===== src/rtl/wb_unit_pkg.sv =====
// Shared definitions for the writeback unit: FSM states, RV32I load funct3 codes,
// default widths and the load legality check.
package wb_unit_pkg;

    localparam int ADDR_WIDTH_DEF = 5;
    localparam int DATA_WIDTH_DEF = 32;

    typedef enum logic [1:0] {
        IDLE  = 2'd0,
        REQ   = 2'd1,
        WAIT  = 2'd2,
        WRITE = 2'd3
    } state_t;

    localparam logic [2:0] LB  = 3'b000;
    localparam logic [2:0] LH  = 3'b001;
    localparam logic [2:0] LW  = 3'b010;
    localparam logic [2:0] LBU = 3'b100;
    localparam logic [2:0] LHU = 3'b101;

    // A load may go to memory only with a defined funct3 and natural alignment.
    function automatic logic load_ok(input logic [2:0] funct3, input logic [1:0] off);
        case (funct3)
            LB, LBU: load_ok = 1'b1;
            LH, LHU: load_ok = ~off[0];
            LW:      load_ok = (off == 2'b00);
            default: load_ok = 1'b0;
        endcase
    endfunction

endpackage


===== src/rtl/wb_unit_if.sv =====
// Bus bundle between execute stage, data memory and register file write port.
// WB_BYPASS_EN adds the decode bypass signals byp_raddr/byp_hit/byp_data.
// Handshakes: a transfer happens on a rising edge where valid && ready are both 1;
// the initiator holds valid and its payload stable until that edge.
interface wb_unit_if #(
    parameter int ADDR_WIDTH = 5,
    parameter int DATA_WIDTH = 32
);
    logic                  in_valid;
    logic                  in_ready;
    logic [ADDR_WIDTH-1:0] in_rd;
    logic                  in_rd_wen;
    logic                  in_is_load;
    logic [2:0]            in_funct3;
    logic [DATA_WIDTH-1:0] in_result;
    logic                  mem_req_valid;
    logic                  mem_req_ready;
    logic [DATA_WIDTH-1:0] mem_addr;
    logic                  mem_rvalid;
    logic [DATA_WIDTH-1:0] mem_rdata;
    logic                  rf_wen;
    logic [ADDR_WIDTH-1:0] rf_waddr;
    logic [DATA_WIDTH-1:0] rf_wdata;
    logic                  wb_retire;
    logic                  wb_err;
`ifdef WB_BYPASS_EN
    logic [ADDR_WIDTH-1:0] byp_raddr;
    logic                  byp_hit;
    logic [DATA_WIDTH-1:0] byp_data;
`endif

    modport slave (
`ifdef WB_BYPASS_EN
        input  byp_raddr,
        output byp_hit, byp_data,
`endif
        input  in_valid, in_rd, in_rd_wen, in_is_load, in_funct3, in_result,
        input  mem_req_ready, mem_rvalid, mem_rdata,
        output in_ready, mem_req_valid, mem_addr,
        output rf_wen, rf_waddr, rf_wdata, wb_retire, wb_err
    );

    modport master (
`ifdef WB_BYPASS_EN
        output byp_raddr,
        input  byp_hit, byp_data,
`endif
        output in_valid, in_rd, in_rd_wen, in_is_load, in_funct3, in_result,
        output mem_req_ready, mem_rvalid, mem_rdata,
        input  in_ready, mem_req_valid, mem_addr,
        input  rf_wen, rf_waddr, rf_wdata, wb_retire, wb_err
    );

endinterface


===== src/rtl/wb_unit_load_extend.sv =====
// Combinational load data alignment and sign/zero extension for RV32I loads.
module load_extend
    import wb_unit_pkg::*;
#(
    parameter int DATA_WIDTH = DATA_WIDTH_DEF
) (
    input  logic [DATA_WIDTH-1:0] rdata,
    input  logic [2:0]            funct3,
    input  logic [1:0]            off,
    output logic [DATA_WIDTH-1:0] data
);
    logic [7:0]  b;
    logic [15:0] h;

    always_comb begin
        b = rdata[{off, 3'b000} +: 8];
        h = off[1] ? rdata[16 +: 16] : rdata[0 +: 16];
        case (funct3)
            LB:      data = {{(DATA_WIDTH-8){b[7]}}, b};
            LBU:     data = {{(DATA_WIDTH-8){1'b0}}, b};
            LH:      data = {{(DATA_WIDTH-16){h[15]}}, h};
            LHU:     data = {{(DATA_WIDTH-16){1'b0}}, h};
            default: data = rdata;
        endcase
    end

endmodule


===== src/rtl/wb_unit.sv =====
// Writeback unit: retires ALU results directly, runs loads through a single-beat
// memory read, and drives a registered register-file write pulse.
// Optional decode bypass port enabled with WB_BYPASS_EN.
module wb_unit
    import wb_unit_pkg::*;
#(
    parameter int ADDR_WIDTH = ADDR_WIDTH_DEF,
    parameter int DATA_WIDTH = DATA_WIDTH_DEF
) (
    input  logic       clk,
    input  logic       rst_n,
    wb_unit_if.slave   bus,
    output state_t     dbg_state
);
    state_t                state;
    logic                  rf_wen_r;
    logic [ADDR_WIDTH-1:0] rf_waddr_r;
    logic [DATA_WIDTH-1:0] rf_wdata_r;
    logic                  req_valid_r;
    logic [DATA_WIDTH-1:0] mem_addr_r;
    logic                  retire_r;
    logic                  err_r;
    logic [ADDR_WIDTH-1:0] rd_q;
    logic                  rd_wen_q;
    logic [2:0]            funct3_q;
    logic [1:0]            off_q;
    logic [DATA_WIDTH-1:0] ext_data;

    load_extend #(.DATA_WIDTH(DATA_WIDTH)) u_ext (
        .rdata  (bus.mem_rdata),
        .funct3 (funct3_q),
        .off    (off_q),
        .data   (ext_data)
    );

    always_ff @(posedge clk) begin
        if (!rst_n) begin
            state       <= IDLE;
            rf_wen_r    <= 1'b0;
            rf_waddr_r  <= '0;
            rf_wdata_r  <= '0;
            req_valid_r <= 1'b0;
            mem_addr_r  <= '0;
            retire_r    <= 1'b0;
            err_r       <= 1'b0;
            rd_q        <= '0;
            rd_wen_q    <= 1'b0;
            funct3_q    <= '0;
            off_q       <= '0;
        end else begin
            rf_wen_r <= 1'b0;
            retire_r <= 1'b0;
            err_r    <= 1'b0;
            case (state)
                IDLE, WRITE: begin
                    if (bus.in_valid) begin
                        if (!bus.in_is_load) begin
                            state      <= WRITE;
                            rf_wen_r   <= bus.in_rd_wen && (bus.in_rd != '0);
                            rf_waddr_r <= bus.in_rd;
                            rf_wdata_r <= bus.in_result;
                            retire_r   <= 1'b1;
                        end else if (load_ok(bus.in_funct3, bus.in_result[1:0])) begin
                            state       <= REQ;
                            req_valid_r <= 1'b1;
                            mem_addr_r  <= {bus.in_result[DATA_WIDTH-1:2], 2'b00};
                            rd_q        <= bus.in_rd;
                            rd_wen_q    <= bus.in_rd_wen;
                            funct3_q    <= bus.in_funct3;
                            off_q       <= bus.in_result[1:0];
                        end else begin
                            // Faulting load completes without touching memory or the register file.
                            state    <= WRITE;
                            err_r    <= 1'b1;
                            retire_r <= 1'b1;
                        end
                    end else begin
                        state <= IDLE;
                    end
                end
                REQ: begin
                    if (bus.mem_req_ready) begin
                        req_valid_r <= 1'b0;
                        state       <= WAIT;
                    end
                end
                WAIT: begin
                    if (bus.mem_rvalid) begin
                        state      <= WRITE;
                        rf_wen_r   <= rd_wen_q && (rd_q != '0);
                        rf_waddr_r <= rd_q;
                        rf_wdata_r <= ext_data;
                        retire_r   <= 1'b1;
                    end
                end
                default: state <= IDLE;
            endcase
        end
    end

    assign bus.in_ready      = (state == IDLE) || (state == WRITE);
    assign bus.mem_req_valid = req_valid_r;
    assign bus.mem_addr      = mem_addr_r;
    assign bus.rf_wen        = rf_wen_r;
    assign bus.rf_waddr      = rf_waddr_r;
    assign bus.rf_wdata      = rf_wdata_r;
    assign bus.wb_retire     = retire_r;
    assign bus.wb_err        = err_r;
    assign dbg_state         = state;

`ifdef WB_BYPASS_EN
    // Lets decode read the value being written this very cycle.
    assign bus.byp_hit  = rf_wen_r && (rf_waddr_r == bus.byp_raddr) && (bus.byp_raddr != '0);
    assign bus.byp_data = rf_wdata_r;
`endif

endmodule


===== src/flat_wrapper.sv =====
// flat-port wrapper written by rule: the top's interface ports become plain ports
module wb_unit_flat import wb_unit_pkg::*;
#(
    parameter int ADDR_WIDTH = ADDR_WIDTH_DEF,
    parameter int DATA_WIDTH = DATA_WIDTH_DEF
)
  (clk, rst_n, dbg_state, bus_in_valid, bus_in_rd, bus_in_rd_wen, bus_in_is_load, bus_in_funct3, bus_in_result, bus_mem_req_ready, bus_mem_rvalid, bus_mem_rdata, bus_in_ready, bus_mem_req_valid, bus_mem_addr, bus_rf_wen, bus_rf_waddr, bus_rf_wdata, bus_wb_retire, bus_wb_err);
  wb_unit_if #(.ADDR_WIDTH(ADDR_WIDTH), .DATA_WIDTH(DATA_WIDTH)) bus_i ();
  input  logic clk;
  input  logic rst_n;
  output state_t dbg_state;
  input wire logic [$bits(bus_i.in_valid)-1:0] bus_in_valid;
  input wire logic [$bits(bus_i.in_rd)-1:0] bus_in_rd;
  input wire logic [$bits(bus_i.in_rd_wen)-1:0] bus_in_rd_wen;
  input wire logic [$bits(bus_i.in_is_load)-1:0] bus_in_is_load;
  input wire logic [$bits(bus_i.in_funct3)-1:0] bus_in_funct3;
  input wire logic [$bits(bus_i.in_result)-1:0] bus_in_result;
  input wire logic [$bits(bus_i.mem_req_ready)-1:0] bus_mem_req_ready;
  input wire logic [$bits(bus_i.mem_rvalid)-1:0] bus_mem_rvalid;
  input wire logic [$bits(bus_i.mem_rdata)-1:0] bus_mem_rdata;
  output wire logic [$bits(bus_i.in_ready)-1:0] bus_in_ready;
  output wire logic [$bits(bus_i.mem_req_valid)-1:0] bus_mem_req_valid;
  output wire logic [$bits(bus_i.mem_addr)-1:0] bus_mem_addr;
  output wire logic [$bits(bus_i.rf_wen)-1:0] bus_rf_wen;
  output wire logic [$bits(bus_i.rf_waddr)-1:0] bus_rf_waddr;
  output wire logic [$bits(bus_i.rf_wdata)-1:0] bus_rf_wdata;
  output wire logic [$bits(bus_i.wb_retire)-1:0] bus_wb_retire;
  output wire logic [$bits(bus_i.wb_err)-1:0] bus_wb_err;
  assign bus_i.in_valid = bus_in_valid;
  assign bus_i.in_rd = bus_in_rd;
  assign bus_i.in_rd_wen = bus_in_rd_wen;
  assign bus_i.in_is_load = bus_in_is_load;
  assign bus_i.in_funct3 = bus_in_funct3;
  assign bus_i.in_result = bus_in_result;
  assign bus_i.mem_req_ready = bus_mem_req_ready;
  assign bus_i.mem_rvalid = bus_mem_rvalid;
  assign bus_i.mem_rdata = bus_mem_rdata;
  assign bus_in_ready = bus_i.in_ready;
  assign bus_mem_req_valid = bus_i.mem_req_valid;
  assign bus_mem_addr = bus_i.mem_addr;
  assign bus_rf_wen = bus_i.rf_wen;
  assign bus_rf_waddr = bus_i.rf_waddr;
  assign bus_rf_wdata = bus_i.rf_wdata;
  assign bus_wb_retire = bus_i.wb_retire;
  assign bus_wb_err = bus_i.wb_err;
  wb_unit #(.ADDR_WIDTH(ADDR_WIDTH), .DATA_WIDTH(DATA_WIDTH)) u_core (.clk(clk), .rst_n(rst_n), .bus(bus_i), .dbg_state(dbg_state));
endmodule

===== config.mk =====
export PLATFORM = sky130hd
export DESIGN_NAME = wb_unit_flat
export DESIGN_NICKNAME = d
export VERILOG_FILES = /design/src/rtl/wb_unit_pkg.sv /design/src/rtl/wb_unit_if.sv /design/src/rtl/wb_unit_load_extend.sv /design/src/rtl/wb_unit.sv /design/src/flat_wrapper.sv
export SDC_FILE = /design/constraint.sdc
export NUM_CORES = 1
export LEC_CHECK = 0
export ABC_AREA = 1
export BUFFER_PORTS_ARGS = -buffer_cell sky130_fd_sc_hd__buf_2
export CAP_MARGIN = 15
export CORE_AREA = 2 2 95 97
export DETAILED_ROUTE_END_ITERATION = 10
export DIE_AREA = 0 0 97 99
export PLACE_DENSITY = 0.82
export SKIP_LAST_GASP = 1
export SLEW_MARGIN = 20
export SYNTH_ARGS = -nofsm -noshare
export SYNTH_HDL_FRONTEND = slang
export SYNTH_SLANG_ARGS = --single-unit

===== constraint.sdc =====
create_clock -name clk -period 2.3 [get_ports clk]
set_clock_uncertainty 0.2 [all_clocks]
set_input_delay 0.23 -clock clk [delete_from_list [all_inputs] [get_ports clk]]
set_output_delay 0.23 -clock clk [all_outputs]
set_load 0.005 [all_outputs]

# After elaboration in Yosys (flattened, before gate mapping)

Cells that the tools add are included.

Equality and inequality tests: 16
Shift-type cells: 1
Mux-type cells: 35
Bitwise operators: 1
Reductions and logical operators: 19

Operator list:

| operator                                      | count |
|---|---|
| case mux 32 bit (4 select lines)              | 1 |
| two-way mux 32 bit                            | 3 |
| case mux 32 bit (2 select lines)              | 1 |
| indexed part select 32 x 6 -> 8 bit           | 1 |
| two-way mux 16 bit                            | 1 |
| two-way mux 1 bit                             | 15 |
| two-way mux 5 bit                             | 3 |
| == test 3 bit, second input constant          | 4 |
| AND reduction 4 bit                           | 3 |
| two-way mux 2 bit                             | 5 |
| != test 2 bit, second input constant          | 5 |
| case mux 5 bit (2 select lines)               | 1 |
| nonzero test 5 bit                            | 2 |
| == test 3 x 1 -> 1 bit, second input constant | 2 |
| zero test 3 bit                               | 2 |
| case mux 1 bit (2 select lines)               | 3 |
| case mux 2 bit (3 select lines)               | 1 |
| OR reduction 2 bit                            | 3 |
| AND reduction 5 bit                           | 1 |
| == test 2 bit, second input constant          | 2 |
| zero test 2 bit                               | 2 |
| nonzero test 2 bit                            | 2 |
| == test 3 x 2 -> 1 bit, second input constant | 1 |
| case mux 1 bit (3 select lines)               | 1 |
| other kinds (6)                               | 7 |

Flip-flop bits (word level): 84
Input port bits: 79
Logic and storage cells: 84

# Longest topological paths before layout

Depth after elaboration: 11
Mapped depth: 11
Mapped depth without buffers: 10

# Modules after synthesis

Synthesis repeated with hierarchy kept, for this count alone.

Cell total of the unflattened synthesis: 713
Area total of the unflattened synthesis: 4682.0 um^2

By module, submodules not included:

| module      | instances | cells each | area each (um^2) | sequential area each (um^2) |
|---|---|---|---|---|
| wb_unit     | 1         | 536        | 3733.6           | 1681.6 |
| load_extend | 1         | 177        | 948.4            | 0.0 |

# Least setup slack after synthesis

No wires, ideal clock.

Path kind: register to register
Start: register u_core.state[0] (netlist: u_core.dbg_state[0])
End: register u_core.mem_addr_r[12] (netlist: u_core.bus.mem_addr[12])
Setup time: 0.116 ns
Arrival: 1.572 ns
Required time: 1.984 ns
Path slack: 0.412 ns
Stages on the path, launching flop included: 10
Period minus slack after synthesis: 1.888 ns
Cell sequence: dfxtp_1 inv_1 ha_1 nand2_2 inv_1 nand3_2 buf_6 clkbuf_2 o21ai_0 nor2_1

Cells in the longest elaborated chain, start to end: 3
Elaborated cells between the ends (all ways): 4
Classes of those cells: eq/ne: 1; reduce/logical: 3

Ends and longest elaborated chain:

| what                                             | line          | source |
|---|---|---|
| start, declared                                  | wb_unit.sv:15 | `state_t state;` |
| start signal, assigned                           | wb_unit.sv:38 | `state <= IDLE;` |
| start signal, assigned                           | wb_unit.sv:58 | `state <= WRITE;` |
| start signal, assigned                           | wb_unit.sv:64 | `state <= REQ;` |
| == test 2 bit or zero test 2 bit (tied branches) | wb_unit.sv:54 | `case (state)` |
| OR reduction 2 bit (*)                           | wb_unit.sv:54 |  |
| AND reduction 4 bit (no source line) (*)         | --            |  |
| end signal, assigned                             | wb_unit.sv:66 | `mem_addr_r <= {bus.in_result[DATA_WIDTH-1:2], 2'b00};` |
| end, declared                                    | wb_unit.sv:20 | `logic [DATA_WIDTH-1:0] mem_addr_r;` |

Mark *: on every way between the ends. The rest lies on a longest branch, timed or not.
A chain may end at the register's enable or synchronous reset.

# Final worst setup path

Start: register u_core.state[0] (netlist: u_core.dbg_state[0])
End: register u_core.rf_wdata_r[27] (netlist: u_core.bus.rf_wdata[27])

Cells in the longest elaborated chain, start to end: 4
Elaborated cells between the ends (all ways): 10
Classes of those cells: eq/ne: 5; mux: 1; reduce/logical: 4

Ends and longest elaborated chain:

| what                                                                 | line          | source |
|---|---|---|
| == test 2 bit or zero test 2 bit (tied branches)                     | wb_unit.sv:54 |  |
| OR reduction 2 bit                                                   | wb_unit.sv:54 |  |
| != test 2 bit (no source line) or nonzero test 2 bit (tied branches) | --            |  |
| AND reduction 4 bit (no source line)                                 | --            |  |
| end signal, assigned                                                 | wb_unit.sv:61 | `rf_wdata_r <= bus.in_result;` |
| end signal, assigned                                                 | wb_unit.sv:92 | `rf_wdata_r <= ext_data;` |
| end, declared                                                        | wb_unit.sv:18 | `logic [DATA_WIDTH-1:0] rf_wdata_r;` |

Parallel ways exist; a longest one is shown, timed or not.

==> results.txt <==
Largest net degree at the start of global routing -> 45
Max cap viols -> 0
Fmax -> 478.1 MHz
Vias in the first global route -> 4,436
Dpl cells -> 820
Crit Path Class -> reg -> reg
CP Capture Type -> register
NumNets Final -> 848
Cells after synthesis -> 589
Net Sw Frac -> 39.37%
Final Hold Vio Count -> 0
Starting Density -> 47.69%
P&R area growth vs syn -> 33.69%
Clk slew on worst S/H paths -> 0.08 ns
Cell Count, Final, Fillers Out -> 879
CP required -> 2.35 ns
Routed vias/inst -> 5.253
CTS tree -> done
Critical-path top delay cell -> ha_2
Net Switching -> 2.158 mW
Clock power share -> 18.2%
Worst R2R Path Depth -> 10
Vias -> 4,617
Crit-path max FO -> 44
Placement Cell Area -> 0.004830 mm²
RSZ-0062 raised after global routing -> false
Setup fix buffers added after clock tree synthesis -> 0
Final cell utilization of the core -> 63.75%
Fin Hold WS -> 0.009705 ns
Largest delay share family, worst path -> buffers and inverters
Yosys reg bits -> 84
Final Routed Wirelength -> 12,970 µm
Final worst slack -> 0.2082 ns
Cell-internal power -> 3.323 mW
Die H -> 99 µm
Xor/xnor share of the synthesized area -> 0%
FF-to-FF End -> u_core.bus.rf_wdata[27]
Simple-Gate Fraction of Synth Area -> 26.91%
Total track usage -> 26.48%
CP most frequent cell -> inv_1
Remaining global-route overflow -> 0
R2R Setup Slk -> 0.21 ns
Layout cells sized above 1 -> 27.24%
Final Wtd Congestion -> 0.9272
Pwr Total -> 5.480 mW
Max VDD drop -> 0.5816 mV
Final setup fails -> 0
Mux contribution to synthesized area -> 0%
WP buf/inv -> 4
Post-synth top area cell -> dfxtp_1
Type of the worst min-delay path -> in -> reg
Worst Max-Slew Pin Slew -> 0.5365 ns
DRC violations left -> 0
First-pass GRT wire length -> 20,890 µm
IO Pins -> 155
Clk_lat worst skew -> 0.36 ns
Iteration-0 DRC Markers -> 269
Sequential element share of the synthesized area -> 41.24%
Post-DRT Antenna Nets -> 0
Routed WL per cell -> 14.75 µm
Place WS -> 0.1409 ns
Die ar. -> 0.009603 mm²
Top post-synthesis cells by area -> dfxtp_1, o21ai_0, nand2_1
Crit-path max cell delay -> 0.39 ns
CTS Root Cell -> clkbuf_8
H-tree Lvls -> 3
Hold Path Depth -> 3
Flop pwr share -> 38.4%
Pre-antenna DRT Iters -> 5
Cells along the critical path -> inv_1 > ha_2 > inv_1 > nand2_1 > o21ai_2 > nand2_4 > inv_2 > buf_12 > o21ai_0 > a21oi_1
Syn Area/Cell -> 6.923 µm²
Worst reg2reg path startpoint -> u_core.dbg_state[0]
Synth Warn # -> 0
IO buf count -> 152
Crit path DAT -> 2.14 ns
Core Box Area -> 0.008551 mm²
Fin crit period -> 2.092 ns
Status -> finished clean
Final critical-path share of the clock period -> 90.95%
Power per standard cell area -> 1005 mW/mm²
Slew Limit Fails -> 0
Share of the synthesized area in the top cell type -> 41.24%
Number of buffers created by CTS -> 9
Post-synthesis compound-gate area fraction -> 22.22%
Hpwl dp -> 9165 µm
Rel. slew slack -> 64.15%
Worst hold path endpoint -> u_core.off_q[1]
Die span in x -> 97 µm
Setup TNS -> 0 ns
TritonCTS sink count -> 84
Row cnt -> 34
HP Start -> bus_in_result[1]
Number of antenna violations at the first check in global routing -> 0
Comb pwr share -> 43.4%
Post-route design area -> 0.005451 mm²
Mapped Area -> 0.004078 mm²
Diode count -> 0
Max Root-Sink Buffers -> 2
Crit path launch type -> register
Largest family of logic cells by synthesized area -> simple AND/OR/NAND/NOR gates
Post-synthesis adder-cell area fraction -> 0.9205%
Netlist cell types -> 33
P_leak -> 2.627 nW
-- power groups by stage --
stage | Clock, mW | Combinational, mW | Sequential [mW]
final | 0.996 | 2.38 | 2.10
after global placement | 0 | 2.22 | 2.11
after floorplan | 0 | 1.49 | 2.13
after CTS | 1.02 | 2.37 | 2.10
after detailed placement | 0 | 2.30 | 2.12
after global routing | 1.08 | 2.67 | 2.15
-- worst max path at each step --
stage,start,endpoint,slack [ns],cells past startpoint
after floorplan,u_core.dbg_state[0],u_core.bus.mem_addr[12],0.41,9
after detailed placement,u_core.dbg_state[0],u_core.bus.rf_wdata[1],0.14,11
final,u_core.dbg_state[0],u_core.bus.rf_wdata[27],0.21,10
after CTS,u_core.dbg_state[0],u_core.bus.rf_wdata[1],0.13,11
after global routing,u_core.off_q[1],u_core.bus.rf_wdata[26],0.04,7
after global placement,u_core.dbg_state[0],u_core.bus.rf_wdata[1],0.27,10
-- flip-flops by register name (all words and copies together), names as in the netlist, 2 cells and up --
name and cells:
u_core.bus.mem_addr 30, u_core.bus.rf_waddr 5, u_core.bus.rf_wdata 32, u_core.dbg_state 2, u_core.funct3_q 3, u_core.off_q 2, u_core.rd_q 5
-- cells in the final DEF (no fill, tap or decap), types with 2 or more instances in the layout --
cell | synthesis | final
a21oi_1 | 73 | 73
a31oi_1 | 7 | 7
buf_2 | 6 | 152
buf_4 | 9 | 10
clkbuf_8 | 0 | 12
clkinv_2 | 0 | 3
conb_1 | 1 | 2
dfxtp_1 | 84 | 83
dlygate4sd3_1 | 0 | 43
ha_1 | 3 | 2
inv_1 | 24 | 24
inv_2 | 4 | 4
nand2_1 | 102 | 102
nand2_2 | 2 | 2
nand3_1 | 36 | 36
nand4_1 | 5 | 5
nor2_1 | 84 | 84
nor2_2 | 2 | 2
nor3_1 | 2 | 2
o211ai_1 | 5 | 5
o21ai_0 | 83 | 83
o21ai_1 | 4 | 4
or2_2 | 18 | 18
-- synth_stat cells --
master / number
a21o_1: 1
a21oi_1: 73
a31oi_1: 7
and2_1: 1
buf_1: 1
buf_2: 6
buf_4: 9
buf_6: 6
clkbuf_1: 17
clkbuf_2: 2
clkinv_1: 1
conb_1: 1
dfxtp_1: 84
ha_1: 3
inv_1: 24
inv_2: 4
nand2_1: 102
nand2_2: 2
nand2_4: 1
nand3_1: 36
nand3_2: 1
nand4_1: 5
nor2_1: 84
nor2_2: 2
nor3_1: 2
nor4_1: 1
o211ai_1: 5
o21a_1: 1
o21ai_0: 83
o21ai_1: 4
o21ai_2: 1
or2_1: 1
or2_2: 18
-- layer usage --
metal / vias up / part of all wire [%] / track usage (%)
li1: 2299 / - / -
met2: 206 / 47 / 44.18
met3: 36 / 7.4 / 5.177
met4: 0 / 3.3 / 11.38
met1: 2076 / 43 / 33.55
met5: - / 0 / 0
-- cell families (layout without fill, tap and decap cells) --
group	count (synthesis)	in the layout
flip-flops	84	84
AND/OR/NAND/NOR	256	256
buffers and inverters	70	251
adder cells (fa/ha/maj)	3	3
AO/OA/AOI/OAI	175	175
other	1	2
-- repair_timing --
action                                  4_1_cts  5_1_grt
endpoints found under the setup margin        0       27
resized for setup                             0        2
hold buffers                                 43        0
hold endpoints to repair                     60        0
-- cell type report --
type                    count  area [µm²]
clock buffers              12       165.2
clock inverters             4       22.52
fillers                   747        3099
inverters                  29       108.9
multi-input cells         436        2051
flip-flops and latches     84        1683
well taps                 108       135.1
repair buffers            206        1286
-- tightest hold or removal path: stages --
cell,delay [ns]
buf_2,0.10
o21ai_0,0.08
a21oi_1,0.11
No activity file was read; power rests on OpenSTA's default activity.
